## src/rtl/alu_exec_stage.sv

```systemverilog
// alu_exec_stage: MIPS execute stage. Logic ops, LUI, MULT/MULTU and MFHI/MFLO
// finish in one cycle; DIV/DIVU use an iterative radix-2 restoring divider
// that holds the front of the pipeline through stall_o. The stage owns HI/LO.
//
// Divider FSM
//   state  | meaning
//   S_IDLE | no divide in flight; a live DIV/DIVU latches operands here
//   S_RUN  | one shift-subtract step per cycle, count 0..DATA_W-1
//   S_DONE | sign fix-up applied, HI/LO written at the end of this cycle
module alu_exec_stage #(
  parameter int DATA_W = 32
) (
  input  logic              clk,
  input  logic              rst,
  input  logic              en_i,
  input  logic              flush_i,
  input  logic [4:0]        alu_control_i,
  input  logic [DATA_W-1:0] src_a_i,
  input  logic [DATA_W-1:0] src_b_i,
  output logic [DATA_W-1:0] result_o,
  output logic              valid_o,
  output logic              stall_o,
  output logic [DATA_W-1:0] hi_o,
  output logic [DATA_W-1:0] lo_o
);

  localparam logic [4:0] AND_CONTROL   = 5'b00000;
  localparam logic [4:0] OR_CONTROL    = 5'b00001;
  localparam logic [4:0] XOR_CONTROL   = 5'b00010;
  localparam logic [4:0] NOR_CONTROL   = 5'b00011;
  localparam logic [4:0] LUI_CONTROL   = 5'b00100;
  localparam logic [4:0] MULT_CONTROL  = 5'b10000;
  localparam logic [4:0] MULTU_CONTROL = 5'b10001;
  localparam logic [4:0] DIV_CONTROL   = 5'b10010;
  localparam logic [4:0] DIVU_CONTROL  = 5'b10011;
  localparam logic [4:0] MFHI_CONTROL  = 5'b10100;
  localparam logic [4:0] MFLO_CONTROL  = 5'b10101;

  localparam int CNT_W = $clog2(DATA_W);
  localparam int HALF  = DATA_W / 2;

  typedef enum logic [1:0] {S_IDLE, S_RUN, S_DONE} div_state_t;

  div_state_t        state, state_nxt;
  logic [CNT_W-1:0]  count;
  logic [DATA_W-1:0] div_q, div_r, div_d, div_a;
  logic              div_q_neg, div_r_neg, div_by_zero;

  logic              live, is_div, is_sdiv, is_smul;
  logic              a_neg, b_neg;
  logic [DATA_W-1:0] a_mag, b_mag;
  logic [DATA_W:0]   rem_shift;
  logic              rem_ge;
  logic [DATA_W-1:0] rem_next, quo_fix, rem_fix;
  logic [2*DATA_W-1:0] mul_a, mul_b, prod;

  logic [DATA_W-1:0] res_nxt, hi_nxt, lo_nxt;
  logic              val_nxt, hilo_we;

  assign live    = en_i & ~flush_i;
  assign is_div  = (alu_control_i == DIV_CONTROL) | (alu_control_i == DIVU_CONTROL);
  assign is_sdiv = (alu_control_i == DIV_CONTROL);
  assign is_smul = (alu_control_i == MULT_CONTROL);

  // The divide owns EX until DONE; reset overrides so nothing upstream freezes.
  assign stall_o = ~rst & live & is_div & (state != S_DONE);

  // Signed divide works on magnitudes; signs are re-applied in DONE.
  assign a_neg = is_sdiv & src_a_i[DATA_W-1];
  assign b_neg = is_sdiv & src_b_i[DATA_W-1];
  assign a_mag = a_neg ? -src_a_i : src_a_i;
  assign b_mag = b_neg ? -src_b_i : src_b_i;

  // Restoring step: the dividend shifts out of div_q while quotient bits shift in.
  assign rem_shift = {div_r, div_q[DATA_W-1]};
  assign rem_ge    = rem_shift >= {1'b0, div_d};
  assign rem_next  = rem_ge ? (rem_shift[DATA_W-1:0] - div_d) : rem_shift[DATA_W-1:0];

  // Divide-by-zero reports the raw dividend, not its magnitude.
  assign quo_fix = div_by_zero ? '1    : (div_q_neg ? -div_q : div_q);
  assign rem_fix = div_by_zero ? div_a : (div_r_neg ? -div_r : div_r);

  // One multiplier serves both forms; sign- or zero-extend to the product width.
  assign mul_a = {{DATA_W{is_smul & src_a_i[DATA_W-1]}}, src_a_i};
  assign mul_b = {{DATA_W{is_smul & src_b_i[DATA_W-1]}}, src_b_i};
  assign prod  = mul_a * mul_b;

  // Divider state register.
  always_ff @(posedge clk) begin
    if (rst) state <= S_IDLE;
    else     state <= state_nxt;
  end

  // Divider next-state.
  always_comb begin
    state_nxt = state;
    case (state)
      S_IDLE:  if (live && is_div) state_nxt = S_RUN;
      S_RUN: begin
        if (flush_i)                         state_nxt = S_IDLE;
        else if (count == CNT_W'(DATA_W-1))  state_nxt = S_DONE;
      end
      S_DONE:  state_nxt = S_IDLE;
      default: state_nxt = S_IDLE;
    endcase
  end

  // Divider datapath: latch operands on issue, iterate while running.
  always_ff @(posedge clk) begin
    if (rst) begin
      count       <= '0;
      div_q       <= '0;
      div_r       <= '0;
      div_d       <= '0;
      div_a       <= '0;
      div_q_neg   <= 1'b0;
      div_r_neg   <= 1'b0;
      div_by_zero <= 1'b0;
    end else if (state == S_IDLE && live && is_div) begin
      count       <= '0;
      div_q       <= a_mag;
      div_r       <= '0;
      div_d       <= b_mag;
      div_a       <= src_a_i;
      div_q_neg   <= a_neg ^ b_neg;
      div_r_neg   <= a_neg;
      div_by_zero <= (src_b_i == '0);
    end else if (state == S_RUN) begin
      count <= count + CNT_W'(1);
      div_q <= {div_q[DATA_W-2:0], rem_ge};
      div_r <= rem_next;
    end
  end

  // Result, valid and HI/LO update selection for the instruction in EX.
  always_comb begin
    res_nxt = '0;
    val_nxt = 1'b0;
    hilo_we = 1'b0;
    hi_nxt  = hi_o;
    lo_nxt  = lo_o;
    if (live) begin
      val_nxt = 1'b1;
      case (alu_control_i)
        AND_CONTROL:  res_nxt = src_a_i & src_b_i;
        OR_CONTROL:   res_nxt = src_a_i | src_b_i;
        XOR_CONTROL:  res_nxt = src_a_i ^ src_b_i;
        NOR_CONTROL:  res_nxt = ~(src_a_i | src_b_i);
        LUI_CONTROL:  res_nxt = {src_b_i[HALF-1:0], {HALF{1'b0}}};
        MFHI_CONTROL: res_nxt = hi_o;
        MFLO_CONTROL: res_nxt = lo_o;
        MULT_CONTROL, MULTU_CONTROL: begin
          hilo_we = 1'b1;
          hi_nxt  = prod[2*DATA_W-1:DATA_W];
          lo_nxt  = prod[DATA_W-1:0];
        end
        DIV_CONTROL, DIVU_CONTROL: begin
          if (state == S_DONE) begin
            hilo_we = 1'b1;
            hi_nxt  = rem_fix;
            lo_nxt  = quo_fix;
          end else begin
            val_nxt = 1'b0;
          end
        end
        default: res_nxt = '0;
      endcase
    end
  end

  // EX/MEM result register and HI/LO.
  always_ff @(posedge clk) begin
    if (rst) begin
      result_o <= '0;
      valid_o  <= 1'b0;
      hi_o     <= '0;
      lo_o     <= '0;
    end else begin
      result_o <= res_nxt;
      valid_o  <= val_nxt;
      if (hilo_we) begin
        hi_o <= hi_nxt;
        lo_o <= lo_nxt;
      end
    end
  end

endmodule

```

## config.mk

```make
export PLATFORM = sky130hd
export DESIGN_NAME = alu_exec_stage
export DESIGN_NICKNAME = d
export VERILOG_FILES = /design/src/rtl/alu_exec_stage.sv
export SDC_FILE = /design/constraint.sdc
export NUM_CORES = 2
export LEC_CHECK = 0
export ABC_AREA = 1
export BUFFER_PORTS_ARGS = -buffer_cell sky130_fd_sc_hd__buf_2
export CAP_MARGIN = 5
export CORE_AREA = 3 3 426 344
export CTS_BUF_LIST = sky130_fd_sc_hd__clkbuf_4
export CTS_CLUSTER_DIAMETER = 50
export DETAILED_ROUTE_END_ITERATION = 16
export DIE_AREA = 0 0 429 347
export PLACE_DENSITY_LB_ADDON = 0.2
export RECOVER_POWER = 25
export SLEW_MARGIN = 20
export SYNTH_ARGS = -nofsm -noshare
export SYNTH_HDL_FRONTEND = slang
export SYNTH_SLANG_ARGS = --single-unit
```

## constraint.sdc

```tcl
create_clock -name clk -period 28.9 [get_ports clk]
set_input_delay 5.78 -clock clk [delete_from_list [all_inputs] [get_ports clk]]
set_output_delay 5.78 -clock clk [all_outputs]
set_load 0.005 [all_outputs]
```

=== Word level (Yosys, flattened, before mapping) ===
Cells that the tools add are included.

* $mul: 1
* Add/subtract/negate cells: 6
* Muxes and demuxes: 22
* Eq/ne operators: 17
* Order comparisons: 1
* Reductions and logical operators: 14
* Bitwise gates (word level): 17

{| class="wikitable"
|+ Operators by type and width
! cell !! count
|-
| two-way mux 32 bit || 11
|-
| case mux 32 bit (7 select lines) || 1
|-
| negation 32 bit || 4
|-
| case mux 32 bit (2 select lines) || 2
|-
| multiplier 33 x 33 -> 64 bit || 1
|-
| == test 5 bit, second input constant || 7
|-
| >= comparator 33 x 32 -> 1 bit || 1
|-
| bitwise AND 32 bit || 1
|-
| zero test 32 bit || 1
|-
| inverter 32 bit || 1
|-
| bitwise OR 32 bit || 1
|-
| subtractor 32 bit || 1
|-
| XOR 32 bit || 1
|-
| == test 5 x 2 -> 1 bit, second input constant || 2
|-
| bitwise AND 1 bit || 8
|-
| OR reduction 2 bit || 4
|-
| two-way mux 2 bit || 3
|-
| != test 2 bit, second input constant || 3
|-
| adder 5 x 1 -> 5 bit, second input constant || 1
|-
| == test 5 x 1 -> 1 bit, second input constant || 1
|-
| == test 5 x 3 -> 1 bit, second input constant || 1
|-
| zero test 5 bit || 1
|-
| case mux 2 bit (2 select lines) || 1
|-
| AND reduction 4 bit || 1
|-
| 12 further kinds || 19
|}

* Output and inout port bits: 98
* Bits of input ports: 73
* Flip-flop bits (word level): 235
* Logic and storage cells: 91

=== Longest topological paths before layout ===
* Depth after elaboration: 5
* Mapped depth: 34
* Gate-level depth less buffers: 32

=== Worst setup path before layout ===
Ideal clock, no wire load.

* Path kind: input port to flip-flop
* From: input port alu_control_i[4]
* To: register hi_o[31]
* Data arrival time: 13.007 ns
* Path slack: 15.773 ns
* Stages: 27
* Path through: buf_2 -> nand3_1 -> clkbuf_1 -> clkbuf_1 -> nor2_1 -> fa_1 -> inv_1 -> fa_1 -> inv_1 -> fa_1 -> inv_1 -> fa_1 -> fa_1 -> fa_1 -> fa_1 -> fa_1 -> inv_1 -> ha_1 -> nand2_1 -> nor2_1 -> nand2_1 -> nor4_1 -> nand2_1 -> nand3_1 -> nand3_1 -> nand3_1 -> a21oi_1

* Longest elaborated chain between the ends: 5

{| class="wikitable"
|+ Ends and longest elaborated chain
! what !! line !! text
|-
| from (decl) || 17 || <nowiki>input logic [4:0] alu_control_i,</nowiki>
|-
| branches (longest 5 deep; another with multiplier 33 x 33 -> 64 bit) || - ||
|-
| to (signal assigned) || 182 || <nowiki>hi_o <= hi_nxt;</nowiki>
|-
| to (decl) || 23 || <nowiki>output logic [DATA_W-1:0] hi_o,</nowiki>
|}

Parallel ways; which one is timed is not known.
A chain may end at the register's enable or synchronous reset.

=== Worst setup path in the final report ===
* From: input port rst
* To: output port stall_o

* Longest elaborated chain between the ends: 4

{| class="wikitable"
|+ Ends and longest elaborated chain
! what !! line !! text
|-
| from (decl) || 14 || <nowiki>input logic rst,</nowiki>
|-
| inverter 1 bit || 66 || <nowiki>assign stall_o = ~rst & live & is_div & (state != S_DONE);</nowiki>
|-
| bitwise AND 1 bit (3 in a row) || 66 ||
|-
| to (decl) || 22 || <nowiki>output logic stall_o,</nowiki>
|}

No other way between the ends.

==> results.toml <==
[clock_tree]
numCtsBuffers = 67
cts_hold_buf = 0
cts-htree-levels = 3
clk_root_buffer_cell = "clkbuf_4"
post_cts_buffers = 0
cts_resized = 0
cts.sinks = 235
cts_buffer_depth = 3
clkLatencyLatePin_ns = 0.93
clk_pin_slew_ns = 0.08
tritoncts = "done"

[setup_path]
max_stage_delay_ns = 2.16
endpoint_kind = "output port"
arrival_ns = 8.85
cpMostUsedCell = "buf_2"
crit_family = "buffers and inverters"
r2r_cells = 8
cp.required_ns = 23.12
cp_max_fo = 49
critPathSlowestCell = "clkbuf_1"
start_kind = "primary input"
path_depth = 6
cp_num_buf_inv = 4
critical_path_class = "in2out"
cp_cell_sequence = "buf_2, clkbuf_1, clkinv_1, nand2_1, nor3_1, buf_2"

[grt]
grt-ovfl-total = 0
grt_pass1_wl_um = 350000
grt_usage_pct = 31.6
grt_pass1_vias = 51311
grt_max_degree = 85
antenna_found_initial = 18

[status]
violations = "max-capacitance violations, max-slew violations"
status = "complete, but fails checks"

[synth]
synth_cell_types = 58
syn_nets = 9152
ys_ff_latch = 235
ys_seq_area_share_pct = 8.27
ys.flop_type = "dfxtp_1"
netlist_instances = 7639
synth_edf_count = 0
yosysTopAreaCellShare_pct = 39.6
synthArstFlopShare_pct = 0
yosysWarnings = 0
syn_avg_cell_area_um2 = 7.45
syn-cell-area_mm2 = 0.0569
yosys.area.top_type = "fa_1"
synth.area.top_cells = "fa_1 (40%), inv_1 (13%), nand2_1 (11%)"

[flow_run]
drv_cap = 4

[die]
io_pins = 171
initial_core_util_pct = 39.9
dieWidth_um = 429
dieArea_mm2 = 0.149
die_y_um = 347
core-area_mm2 = 0.143
fp-row-count = 124

[routing]
ant_nets = 0
drtIter0Drc = 5699
route.detailed.drc = 0
drt_first_pass_iters = 6
drt-total-wl_um = 235000
avgViaCountPerCell = 5.37
vias = 51183
routedWlPerCell_um = 24.7

[sta]
worstMarginPinSlew_ns = 4.45
fin_skew_ns = 0.0859
period_minus_slack_ns = 14.63
rsz0062_at_grt = "false"
fmax_ghz = 0.0683
slew_headroom_pct = -197
setup_tns_ns = 0
hold_viol = 0
fin_crit_sh_pct = 50.6
setup_viol = 0
drv_slew = 216

[layout]
syn_to_final_growth_pct = 5.56
final_common_cell = "inv_1"
final_cell_mix = "inv_1 (1970), nand2_1 (1683), fa_1 (1125)"
final_nets = 9103
layout-drive-gt1-share_pct = 5.82

[hold_path]
worstHoldPathType = "reg2reg"
min_path_cells = 2

[placement]
place_congestion = 1.03
dpl.hpwl_um = 190000
io_buffers = 170
-- tightest hold or removal path, cell delays in order, from the launching register on --
cell and delay (ns):
dfxtp_1 0.32, nand2_1 0.06, a21oi_1 0.05
-- state kept, by name (all words and copies together), names as in the netlist --
register / count
div_a: 32
result_o: 32
count: 5
lo_o: 32
div_d: 32
state: 2
valid_o: 1
div_q: 32
div_r_neg: 1
div_r: 32
div_by_zero: 1
hi_o: 32
div_q_neg: 1
-- final timing paths --
path / to / slack (ns) / start
worst min-delay path: count[4] / 0.47 / count[4]
worst max register to register: div_d[30] / 24.94 / state[1]
worst min register to register: count[4] / 0.47 / count[4]
worst max-delay path: stall_o / 14.27 / rst
-- cells in the mapped netlist, types with 5 or more instances --
master,instances
inv_1,1970
nand2_1,1682
fa_1,1126
nor2_1,408
a21oi_1,369
ha_1,314
clkbuf_1,290
nand3_1,286
o21ai_0,276
dfxtp_1,235
o22ai_1,72
nand4_1,67
nor3_1,62
xor2_1,47
buf_1,42
buf_2,40
a31oi_1,34
xnor2_1,32
a221oi_1,23
o211ai_1,23
nand3b_1,20
o221ai_1,19
nand3_2,17
buf_6,16
inv_2,16
o21bai_1,15
nand2_2,14
o21ai_1,14
nor4_1,13
a21o_1,9
nor2_2,9
a21oi_2,7
o21a_1,7
a2111oi_0,6
a21boi_0,5
-- kinds of logic (layout without fill, tap and decap cells) --
group                    Yosys count  count (layout)  synth area share (%)
AO/OA/AOI/OAI                    894             894                  8.83
adder cells (fa/ha/maj)         1440            1440                  46.5
AND/OR/NAND/NOR                 2606            2606                  19.1
flip-flops                       235             235                  8.27
XOR/XNOR                          79              79                  1.22
buffers and inverters           2385            2379                  16.1
other                              0              11                     0
-- metal layers --
metal	share of wire, %	track usage [%]
met3	10	7.85
met4	3.7	9.97
met2	41	45.8
met1	45	46.3
met5	0.025	0.0315
-- stage by stage --
| step | worst slack, ns | utilization [%] | hold slack [ns] | area, µm² | instances |
|---|---|---|---|---|---|
| after CTS | 15.51 | 42.1 | 0.471 | 60100 | 9523 |
| after global routing | 14.08 | 42.1 | 0.478 | 60000 | 9533 |
| after detailed placement | 14.55 | 41.6 | 0.454 | 59200 | 9411 |
| after floorplan | 15.77 | - | 0.418 | 56900 | 7639 |
| final | 14.27 | 42.1 | 0.473 | 60000 | 9534 |
| after global placement | 14.35 | 41.6 | 0.441 | 59200 | 9411 |
-- final cells by class --
class	count	area (µm²)
well taps	1890	2360
multi-input cells	5019	43000
diodes	11	27.5
repair buffers	274	1600
clock inverters	23	153
fillers	14915	82500
clock buffers	89	668
inverters	1993	7490
flip-flops and latches	235	4700
Power is not shown: default switching activity piles up to over one toggle a cycle in this logic, so the estimate is an artifact.
